<file path="config.mk">
export PLATFORM = sky130hd
export DESIGN_NAME = alu_ext_ctl_flat
export DESIGN_NICKNAME = d
export VERILOG_FILES = /design/src/rtl/alu_ext_if.sv /design/src/rtl/alu_ext_ctl.sv /design/src/flat_wrapper.sv
export SDC_FILE = /design/constraint.sdc
export NUM_CORES = 2
export LEC_CHECK = 0
export ABC_AREA = 1
export BUFFER_PORTS_ARGS = -buffer_cell sky130_fd_sc_hd__buf_2
export CORE_MARGIN = 10
export CORE_UTILIZATION = 45
export CTS_BUF_LIST = sky130_fd_sc_hd__clkbuf_4
export DETAILED_ROUTE_END_ITERATION = 10
export HOLD_SLACK_MARGIN = 0.02
export PLACE_DENSITY = 0.71
export SLEW_MARGIN = 20
export SYNTH_ARGS = -nofsm -noshare
export SYNTH_HDL_FRONTEND = slang
export SYNTH_SLANG_ARGS = --single-unit
export TNS_END_PERCENT = 10
</file>
<file path="constraint.sdc">
create_clock -name clk -period 7.8 [get_ports clk]
set_clock_uncertainty 0.05 [all_clocks]
set_input_delay 0.78 -clock clk [delete_from_list [all_inputs] [get_ports clk]]
set_output_delay 0.78 -clock clk [all_outputs]
set_load 0.005 [all_outputs]
</file>
<file path="src/rtl/alu_ext_if.sv">
//------------------------------------------------------------------------------
// alu_ext_if : core <-> external ALU request/response handshake bundle.
// Revision   : 1.0
//------------------------------------------------------------------------------
`default_nettype none

interface alu_ext_if #(
    parameter int DSZ = 32
);
    logic           req_vld;
    logic           req_rdy;
    logic [2:0]     req_op;
    logic [DSZ-1:0] req_a;
    logic [DSZ-1:0] req_b;
    logic           rsp_vld;
    logic           rsp_rdy;
    logic [DSZ-1:0] rsp_d;
    logic           rsp_err;

    modport master (
        output req_vld, req_op, req_a, req_b, rsp_rdy,
        input  req_rdy, rsp_vld, rsp_d, rsp_err
    );

    modport slave (
        input  req_vld, req_op, req_a, req_b, rsp_rdy,
        output req_rdy, rsp_vld, rsp_d, rsp_err
    );
endinterface

`default_nettype wire

</file>
<file path="src/rtl/alu_ext_ctl.sv">
//------------------------------------------------------------------------------
// alu_ext_ctl : sequencer for the eJ32 external multiplier, shifters, divider.
// Optional macro DIV_CACHE_EN keeps the last division result for /MOD pairs.
// Revision    : 1.0
//------------------------------------------------------------------------------
`default_nettype none

module alu_ext_ctl #(
    parameter int DSZ = 32
) (
    input  wire logic           clk,
    input  wire logic           rst,
    alu_ext_if.slave            bus,
    output logic                div_rst,
    output logic [DSZ-1:0]      div_x,
    output logic [DSZ-1:0]      div_y,
    input  wire logic           div_busy,
    input  wire logic           div_z,
    input  wire logic [DSZ-1:0] div_q,
    input  wire logic [DSZ-1:0] div_r
);
    localparam int SHW = $clog2(DSZ);

    typedef enum logic [1:0] {
        ST_IDLE  = 2'd0,
        ST_START = 2'd1,
        ST_WAIT  = 2'd2,
        ST_RESP  = 2'd3
    } state_t;

    localparam logic [2:0] OP_MUL  = 3'd0;
    localparam logic [2:0] OP_MULH = 3'd1;
    localparam logic [2:0] OP_DIV  = 3'd2;
    localparam logic [2:0] OP_REM  = 3'd3;
    localparam logic [2:0] OP_SHL  = 3'd4;
    localparam logic [2:0] OP_SHR  = 3'd5;
    localparam logic [2:0] OP_USHR = 3'd6;

    state_t         state_q, state_d;
    logic           req_rdy_q, req_rdy_d;
    logic           rsp_vld_q, rsp_vld_d;
    logic [DSZ-1:0] rsp_d_q, rsp_d_d;
    logic           rsp_err_q, rsp_err_d;
    logic           div_rst_q, div_rst_d;
    logic [DSZ-1:0] div_x_q, div_x_d;
    logic [DSZ-1:0] div_y_q, div_y_d;
    logic           is_div_q, is_div_d;
    logic           sign_a_q, sign_a_d;
    logic           sign_q_q, sign_q_d;
    logic           first_q, first_d;

    // div_z is redundant with the local zero-divisor check.
    logic unused_div_z;
    assign unused_div_z = div_z;

    logic [2*DSZ-1:0] prod_w;
    logic [SHW-1:0]   shamt_w;
    logic [DSZ-1:0]   quo_fix_w;
    logic [DSZ-1:0]   rem_fix_w;
    logic             cache_hit_w;

    // Low 2*DSZ bits of the sign-extended product equal the signed product.
    assign prod_w    = {{DSZ{bus.req_a[DSZ-1]}}, bus.req_a} * {{DSZ{bus.req_b[DSZ-1]}}, bus.req_b};
    assign shamt_w   = bus.req_b[SHW-1:0];
    assign quo_fix_w = sign_q_q ? -div_q : div_q;
    assign rem_fix_w = sign_a_q ? -div_r : div_r;

`ifdef DIV_CACHE_EN
    logic           ca_vld_q, ca_vld_d;
    logic [DSZ-1:0] ca_a_q, ca_a_d;
    logic [DSZ-1:0] ca_b_q, ca_b_d;
    logic [DSZ-1:0] ca_quo_q, ca_quo_d;
    logic [DSZ-1:0] ca_rem_q, ca_rem_d;
    assign cache_hit_w = ca_vld_q && (bus.req_a == ca_a_q) && (bus.req_b == ca_b_q);
`else
    assign cache_hit_w = 1'b0;
`endif

    always_comb begin
        state_d   = state_q;
        req_rdy_d = req_rdy_q;
        rsp_vld_d = rsp_vld_q;
        rsp_d_d   = rsp_d_q;
        rsp_err_d = rsp_err_q;
        div_rst_d = 1'b0;
        div_x_d   = div_x_q;
        div_y_d   = div_y_q;
        is_div_d  = is_div_q;
        sign_a_d  = sign_a_q;
        sign_q_d  = sign_q_q;
        first_d   = 1'b0;
`ifdef DIV_CACHE_EN
        ca_vld_d  = ca_vld_q;
        ca_a_d    = ca_a_q;
        ca_b_d    = ca_b_q;
        ca_quo_d  = ca_quo_q;
        ca_rem_d  = ca_rem_q;
`endif
        case (state_q)
            ST_IDLE: begin
                if (bus.req_vld) begin
                    state_d   = ST_RESP;
                    req_rdy_d = 1'b0;
                    rsp_vld_d = 1'b1;
                    rsp_err_d = 1'b0;
                    rsp_d_d   = '0;
                    case (bus.req_op)
                        OP_MUL:  rsp_d_d = prod_w[DSZ-1:0];
                        OP_MULH: rsp_d_d = prod_w[2*DSZ-1:DSZ];
                        OP_SHL:  rsp_d_d = bus.req_a << shamt_w;
                        OP_SHR:  rsp_d_d = $signed(bus.req_a) >>> shamt_w;
                        OP_USHR: rsp_d_d = bus.req_a >> shamt_w;
                        OP_DIV, OP_REM: begin
                            if (bus.req_b == '0) begin
                                rsp_err_d = 1'b1;
                            end else if (cache_hit_w) begin
`ifdef DIV_CACHE_EN
                                rsp_d_d = (bus.req_op == OP_DIV) ? ca_quo_q : ca_rem_q;
`endif
                            end else begin
                                state_d   = ST_START;
                                rsp_vld_d = 1'b0;
                                div_rst_d = 1'b1;
                                is_div_d  = (bus.req_op == OP_DIV);
                                sign_a_d  = bus.req_a[DSZ-1];
                                sign_q_d  = bus.req_a[DSZ-1] ^ bus.req_b[DSZ-1];
                                div_x_d   = bus.req_a[DSZ-1] ? -bus.req_a : bus.req_a;
                                div_y_d   = bus.req_b[DSZ-1] ? -bus.req_b : bus.req_b;
`ifdef DIV_CACHE_EN
                                ca_vld_d  = 1'b0;
                                ca_a_d    = bus.req_a;
                                ca_b_d    = bus.req_b;
`endif
                            end
                        end
                        default: rsp_err_d = 1'b1;
                    endcase
                end
            end
            ST_START: begin
                state_d = ST_WAIT;
                first_d = 1'b1;
            end
            ST_WAIT: begin
                // Divider busy is not yet meaningful in the first WAIT cycle.
                if (!first_q && !div_busy) begin
                    state_d   = ST_RESP;
                    rsp_vld_d = 1'b1;
                    rsp_d_d   = is_div_q ? quo_fix_w : rem_fix_w;
`ifdef DIV_CACHE_EN
                    ca_vld_d  = 1'b1;
                    ca_quo_d  = quo_fix_w;
                    ca_rem_d  = rem_fix_w;
`endif
                end
            end
            default: begin
                if (bus.rsp_rdy) begin
                    state_d   = ST_IDLE;
                    rsp_vld_d = 1'b0;
                    rsp_err_d = 1'b0;
                    req_rdy_d = 1'b1;
                end
            end
        endcase
    end

    always_ff @(posedge clk) begin
        if (rst) begin
            state_q   <= ST_IDLE;
            req_rdy_q <= 1'b1;
            rsp_vld_q <= 1'b0;
            rsp_d_q   <= '0;
            rsp_err_q <= 1'b0;
            div_rst_q <= 1'b0;
            div_x_q   <= '0;
            div_y_q   <= '0;
            is_div_q  <= 1'b0;
            sign_a_q  <= 1'b0;
            sign_q_q  <= 1'b0;
            first_q   <= 1'b0;
`ifdef DIV_CACHE_EN
            ca_vld_q  <= 1'b0;
            ca_a_q    <= '0;
            ca_b_q    <= '0;
            ca_quo_q  <= '0;
            ca_rem_q  <= '0;
`endif
        end else begin
            state_q   <= state_d;
            req_rdy_q <= req_rdy_d;
            rsp_vld_q <= rsp_vld_d;
            rsp_d_q   <= rsp_d_d;
            rsp_err_q <= rsp_err_d;
            div_rst_q <= div_rst_d;
            div_x_q   <= div_x_d;
            div_y_q   <= div_y_d;
            is_div_q  <= is_div_d;
            sign_a_q  <= sign_a_d;
            sign_q_q  <= sign_q_d;
            first_q   <= first_d;
`ifdef DIV_CACHE_EN
            ca_vld_q  <= ca_vld_d;
            ca_a_q    <= ca_a_d;
            ca_b_q    <= ca_b_d;
            ca_quo_q  <= ca_quo_d;
            ca_rem_q  <= ca_rem_d;
`endif
        end
    end

    assign bus.req_rdy = req_rdy_q;
    assign bus.rsp_vld = rsp_vld_q;
    assign bus.rsp_d   = rsp_d_q;
    assign bus.rsp_err = rsp_err_q;
    assign div_rst     = div_rst_q;
    assign div_x       = div_x_q;
    assign div_y       = div_y_q;

endmodule

`default_nettype wire
</file>
<file path="src/flat_wrapper.sv">
// flat-port wrapper written by rule: the top's interface ports become plain ports
module alu_ext_ctl_flat 
#(
    parameter int DSZ = 32
)
  (clk, rst, div_rst, div_x, div_y, div_busy, div_z, div_q, div_r, bus_req_vld, bus_req_op, bus_req_a, bus_req_b, bus_rsp_rdy, bus_req_rdy, bus_rsp_vld, bus_rsp_d, bus_rsp_err);
  alu_ext_if #(.DSZ(DSZ)) bus_i ();
  input  wire logic clk;
  input  wire logic rst;
  output logic div_rst;
  output logic [DSZ-1:0] div_x;
  output logic [DSZ-1:0] div_y;
  input  wire logic div_busy;
  input  wire logic div_z;
  input  wire logic [DSZ-1:0] div_q;
  input  wire logic [DSZ-1:0] div_r;
  input wire logic [$bits(bus_i.req_vld)-1:0] bus_req_vld;
  input wire logic [$bits(bus_i.req_op)-1:0] bus_req_op;
  input wire logic [$bits(bus_i.req_a)-1:0] bus_req_a;
  input wire logic [$bits(bus_i.req_b)-1:0] bus_req_b;
  input wire logic [$bits(bus_i.rsp_rdy)-1:0] bus_rsp_rdy;
  output wire logic [$bits(bus_i.req_rdy)-1:0] bus_req_rdy;
  output wire logic [$bits(bus_i.rsp_vld)-1:0] bus_rsp_vld;
  output wire logic [$bits(bus_i.rsp_d)-1:0] bus_rsp_d;
  output wire logic [$bits(bus_i.rsp_err)-1:0] bus_rsp_err;
  assign bus_i.req_vld = bus_req_vld;
  assign bus_i.req_op = bus_req_op;
  assign bus_i.req_a = bus_req_a;
  assign bus_i.req_b = bus_req_b;
  assign bus_i.rsp_rdy = bus_rsp_rdy;
  assign bus_req_rdy = bus_i.req_rdy;
  assign bus_rsp_vld = bus_i.rsp_vld;
  assign bus_rsp_d = bus_i.rsp_d;
  assign bus_rsp_err = bus_i.rsp_err;
  alu_ext_ctl #(.DSZ(DSZ)) u_core (.clk(clk), .rst(rst), .bus(bus_i), .div_rst(div_rst), .div_x(div_x), .div_y(div_y), .div_busy(div_busy), .div_z(div_z), .div_q(div_q), .div_r(div_r));
endmodule
</file>
### Word-level counts from Yosys, hierarchy flattened

Index checks and enable logic that the tools add are counted.
W data, S select, Z words.

| word-level totals | value |
|---|---|
| register bits after elaboration | 106 |
| output and inout port bits | 100 |

| operators by class | value |
|---|---|
| add/subtract/negate cells | 4 |
| bitwise operators | 7 |
| multiply operators | 1 |
| reductions and logical operators | 19 |
| equality and inequality tests | 10 |
| muxes and demuxes | 29 |
| shift operators | 3 |

Operator list:

| operator | number |
|---|---|
| $mux W32 | 7 |
| $pmux W32 S5 | 1 |
| $neg A32 Y32 | 4 |
| $mul A32 B32 Y64 | 1 |
| $pmux W32 S2 | 1 |
| $logic_not A32 Y1 | 1 |
| $shl A32 B5 Y32 | 1 |
| $shr A32 B5 Y32 | 1 |
| $sshr A32 B5 Y32 | 1 |
| $mux W1 | 10 |
| $mux W2 | 5 |
| $eq A3 B3 Y1 const B | 3 |
| $reduce_and A3 Y1 | 3 |
| $reduce_and A4 Y1 | 2 |
| $eq A3 B2 Y1 const B | 2 |
| $not A1 Y1 | 6 |
| $pmux W1 S2 | 3 |
| $pmux W2 S3 | 1 |
| $reduce_or A5 Y1 | 1 |
| $reduce_bool A2 Y1 | 2 |
| $reduce_bool A4 Y1 | 1 |
| $reduce_or A2 Y1 | 2 |
| $reduce_or A4 Y1 | 1 |
| $eq A3 B1 Y1 const B | 1 |
| other kinds (11) | 12 |

### Longest topological paths before layout

| depth | value |
|---|---|
| word-level depth | 5 |
| depth in mapped cells | 36 |
| mapped depth without buffers | 34 |

### Worst setup path after synthesis

OpenSTA, ideal clock, no wires.

| timing | value |
|---|---|
| path kind | input to register |
| start | input port bus_req_b[4] |
| end | register u_core.rsp_d_q[22], in the netlist u_core.bus.rsp_d[22] |
| required time | 7631 ps |
| setup slack | -309 ps |
| cell stages on the path | 31 |
| arrival | 7940 ps |
| library setup time | 119 ps |
| cells stage by stage | buf_2 -> clkbuf_1 -> clkbuf_1 -> nand2_1 -> inv_1 -> fa_1 -> fa_1 -> fa_1 -> fa_1 -> inv_1 -> fa_1 -> inv_1 -> fa_1 -> inv_1 -> fa_1 -> inv_1 -> fa_1 -> ha_1 -> nand2_1 -> nor2_1 -> inv_1 -> nor3_1 -> nand2_1 -> nor3_1 -> nand2_1 -> nand3_1 -> nand2_1 -> nand3_1 -> nand2_1 -> nand2_1 -> a21oi_1 |

| between the ends | value |
|---|---|
| longest elaborated chain between the ends | 4 |
| elaborated cells on any way between the ends | 7 |
| classes of those cells | 1 x mul; 3 x shift; 3 x mux |

RTL lines:

| item | line | source |
|---|---|---|
| from (decl) | flat_wrapper.sv:20 | `input wire logic [$bits(bus_i.req_b)-1:0] bus_req_b;` |
| $mul A32 B32 Y64, or another cell as far along | alu_ext_ctl.sv:63 | `assign prod_w = {{DSZ{bus.req_a[DSZ-1]}}, bus.req_a} * {{DSZ{bus.req_b[DSZ-1]}}, bus.req_b};` |
| $pmux W32 S5 * | alu_ext_ctl.sv:107 | `case (bus.req_op)` |
| $mux W32 * | alu_ext_ctl.sv:101 | `if (bus.req_vld) begin` |
| $pmux W32 S2 * | alu_ext_ctl.sv:99 | `case (state_q)` |
| to (signal assigned) | alu_ext_ctl.sv:193 | `rsp_d_q <= rsp_d_d;` |
| to (decl) | alu_ext_ctl.sv:42 | `logic [DSZ-1:0] rsp_d_q, rsp_d_d;` |

Mark *: on every way between the ends. The rest lies on a longest branch, timed or not. The select of a mux whose other input is x is not followed.
A chain may end at the register's enable or synchronous reset.

### Final worst setup path

| timing | value |
|---|---|
| start | input port bus_req_a[11] |
| end | register u_core.rsp_d_q[18], in the netlist u_core.bus.rsp_d[18] |

| between the ends | value |
|---|---|
| longest elaborated chain between the ends | 4 |
| elaborated cells on any way between the ends | 7 |
| classes of those cells | 1 x mul; 3 x shift; 3 x mux |

RTL lines:

| item | line | source |
|---|---|---|
| from (decl) | flat_wrapper.sv:19 | `input wire logic [$bits(bus_i.req_a)-1:0] bus_req_a;` |
| $mul A32 B32 Y64, or another cell as far along | alu_ext_ctl.sv:63 |  |
| $pmux W32 S5 * | alu_ext_ctl.sv:107 |  |
| $mux W32 * | alu_ext_ctl.sv:101 |  |
| $pmux W32 S2 * | alu_ext_ctl.sv:99 |  |

Marks and branches as above.

==> summary.txt <==
STA
  – Setup Viol. Count Final: 0
  – RSZ-0062 raised after global routing: no
  – Setup TNS: 0 ns
  – WHS: 0.431 ns
  – Final hold violation count: 0
  – Max-Slew Margin vs Limit: 29.5%
  – Final Cycle Share: 96.8%
  – Fmax: 0.133 GHz
  – Max-slew violation count: 0
  – Tmin final: 7.55 ns
  – Worst Tran Pin Value: 1.05 ns

Yosys
  – Post-synth net total: 8633
  – Prevailing post-synth register cell: dfxtp_1
  – Dominant cells by area after synthesis: fa_1 (43%), nand2_1 (15%), inv_1 (14%)
  – Synthesized instance count: 7221
  – Number of flops mapped to enable cells by yosys: 0
  – Post-synthesis instance area: 0.0504 mm^2
  – Yosys warns: 0
  – Sequential area share after synthesis: 4.21%
  – Library cells used by synthesis: 57
  – Avg Cell Area, Syn: 6.98 um^2
  – Yosys top cell by area: fa_1
  – Share of flip-flops with an asynchronous set or reset: 0%
  – FF+latch count, synth: 106
  – Top cell type's share of synthesized area: 43.0%

Drt
  – Via count: 48000
  – Via/cell ratio: 5.22
  – DR DRC count: 0
  – DR WL/cell: 20.4 um
  – Total Routed Length: 188000 um
  – TritonRoute pass-1 iters: 6
  – Antenna Nets Post-Route: 0
  – Violation count after the first detailed-routing iteration: 4465

Clock tree
  – H-tree Lvls: 3
  – Clock root cell: clkbuf_4
  – Reg clk slew, reported paths: 0.20 ns
  – Clk buf depth: 2
  – Worst-skew pair later-pin latency: 0.56 ns
  – CTS tree: done
  – Clk sinks: 106
  – TritonCTS Buffers: 9

Placed design
  – Placer Congestion: 1.08
  – Post-DP HPWL: 165000 um
  – Buffers on Ports: 235
  – Placed cell areas: 0.0572 mm^2
  – Placed cells: 9175

Finish
  – Final #Nets: 9112
  – Layout area overhead: 14.0%
  – Multi-input gate area: 0.0399 mm^2
  – Final instance area: 0.0575 mm^2
  – Commonest non-fill, non-tap cells in the layout: nand2_1 (2055), inv_1 (1835), fa_1 (1079)
  – FF+latch area: 0.00212 mm^2
  – Fill cells: 10900
  – Finished Layout Cells: 9200
  – Share of layout cells above drive strength 1: 11.9%
  – Commonest non-fill, non-tap cell in the layout: nand2_1

Floorplanning
  – Starting density of the core: 45.4%
  – Rows: 122
  – Die Y: 355 um
  – Io pins: 237
  – Die area: 0.126 mm^2
  – Core Area: 0.111 mm^2
  – Die Wd: 355 um

Hold path
  – Worst hold path class: reg2reg

GRT
  – Grt ovf: 0
  – Initial antenna violation count: 11
  – Number of global-route vias before repair: 49400
  – First-pass GRT wire length: 290000 um
  – Largest net degree at the start of global routing: 71
  – GRT Util Overall: 29.8%

Run
  – Max cap viols: 0

Worst setup path
  – Critical path type: in2reg
  – Most used cell, CP: fa_1
  – Crit end category: flop
  – Crit path arrival time: 8.03 ns
  – CP peak stage delay: 0.60 ns
  – Worst-path fanout max: 16
  – Worst path slowest cell: fa_1
  – Critical path required time: 8.28 ns
  – CP startpoint kind: primary input

Status
  – Outcome: complete, no violations
critical path, delay by kind of cell:
family                     cells  cell delay, ns
adders and majority gates      9            4.56
buffers and inverters          5            0.91
AOI/OAI and AO/OA              5            1.11
and+or+nand+nor                6            0.62
cell usage after synthesis (3+ instances only):
library cell     n
and2_1           5
inv_1         1840
o211ai_1        38
nor2_1         350
fa_1          1082
o2111ai_1        3
o21bai_1        16
clkinv_1         4
nor2_2           5
buf_6            5
a21o_1           4
ha_1           193
a31oi_1          8
nor3_1          47
o21ai_0        232
xor2_1          33
nor3_2           5
buf_1           91
nor2_4           3
xnor2_1         16
nand4_1         49
nand3b_1         8
nand3_1        405
nand2_1       2057
o21ai_1         16
nor4_1           5
dfxtp_1        106
clkbuf_1       226
buf_2           46
inv_2            9
or2_2            9
a21oi_1        268
a21boi_0         3
through the flow:
step,setup slack (ns),utilization [%]
6_report,0.253,51.8
5_1_grt,0.000643,51.8
2_1_floorplan,-0.00111,-
3_3_place_gp,-0.359,51.6
4_1_cts,0.194,51.7
3_5_place_dp,-0.394,51.6
logic make-up (layout without fill, tap and decap cells):
family | count (synthesis) | count (layout) | share of synthesized area (%)
simple gates | 2966 | 2966 | 24.0
compound gates | 600 | 600 | 6.40
fa+ha+maj | 1275 | 1275 | 47.8
xor+xnor | 49 | 49 | 0.852
mux | 2 | 2 | 0.0397
flops | 106 | 106 | 4.21
buf+inv | 2223 | 2706 | 16.8
other cells | 0 | 8 | 0
routing by layer:
metal | vias to the layer above | global-route usage (%) | part of all wire [%]
met5 | - | 0 | 0.025
met3 | 262 | 3.41 | 7.4
met1 | 24000 | 41.0 | 42
met4 | 6 | 8.70 | 3.5
li1 | 21900 | - | -
met2 | 1843 | 49.2 | 47
what timing repair did:
action / 4_1_cts / 5_1_grt
setup endpoints to repair: 0 / 25
hold buffers: 0 / 0
setup buffers: 0 / 2
resized for setup: 0 / 18
state kept, by name, indices dropped and copies added, names as in the netlist, 2 cells and up:
register,cells
u_core.div_x,32
u_core.bus.rsp_d,32
u_core.state_q,2
u_core.div_y,32
final cells by class:
cell class                 instances  area share, %
tap                             1488           3.24
multi-input combinational       4892           69.4
sequential                       106           3.69
clock inverter                     6          0.100
antenna                            8         0.0348
inverter                        1853           12.1
timing repair buffer             838           11.3
clock buffer                       9          0.118
path summary, 6_finish.rpt:
kind / start / to / slack (ns) / depth (start not counted)
min: u_core.div_x[13] / u_core.div_x[13] / 0.43 / 2
max reg2reg: u_core.state_q[0] / u_core.div_y[28] / 4.96 / 9
min reg2reg: u_core.div_x[13] / u_core.div_x[13] / 0.43 / 2
max: bus_req_a[11] / u_core.bus.rsp_d[18] / 0.25 / 25
Power is not shown: default switching activity piles up to over one toggle a cycle in this logic, so the estimate is an artifact.
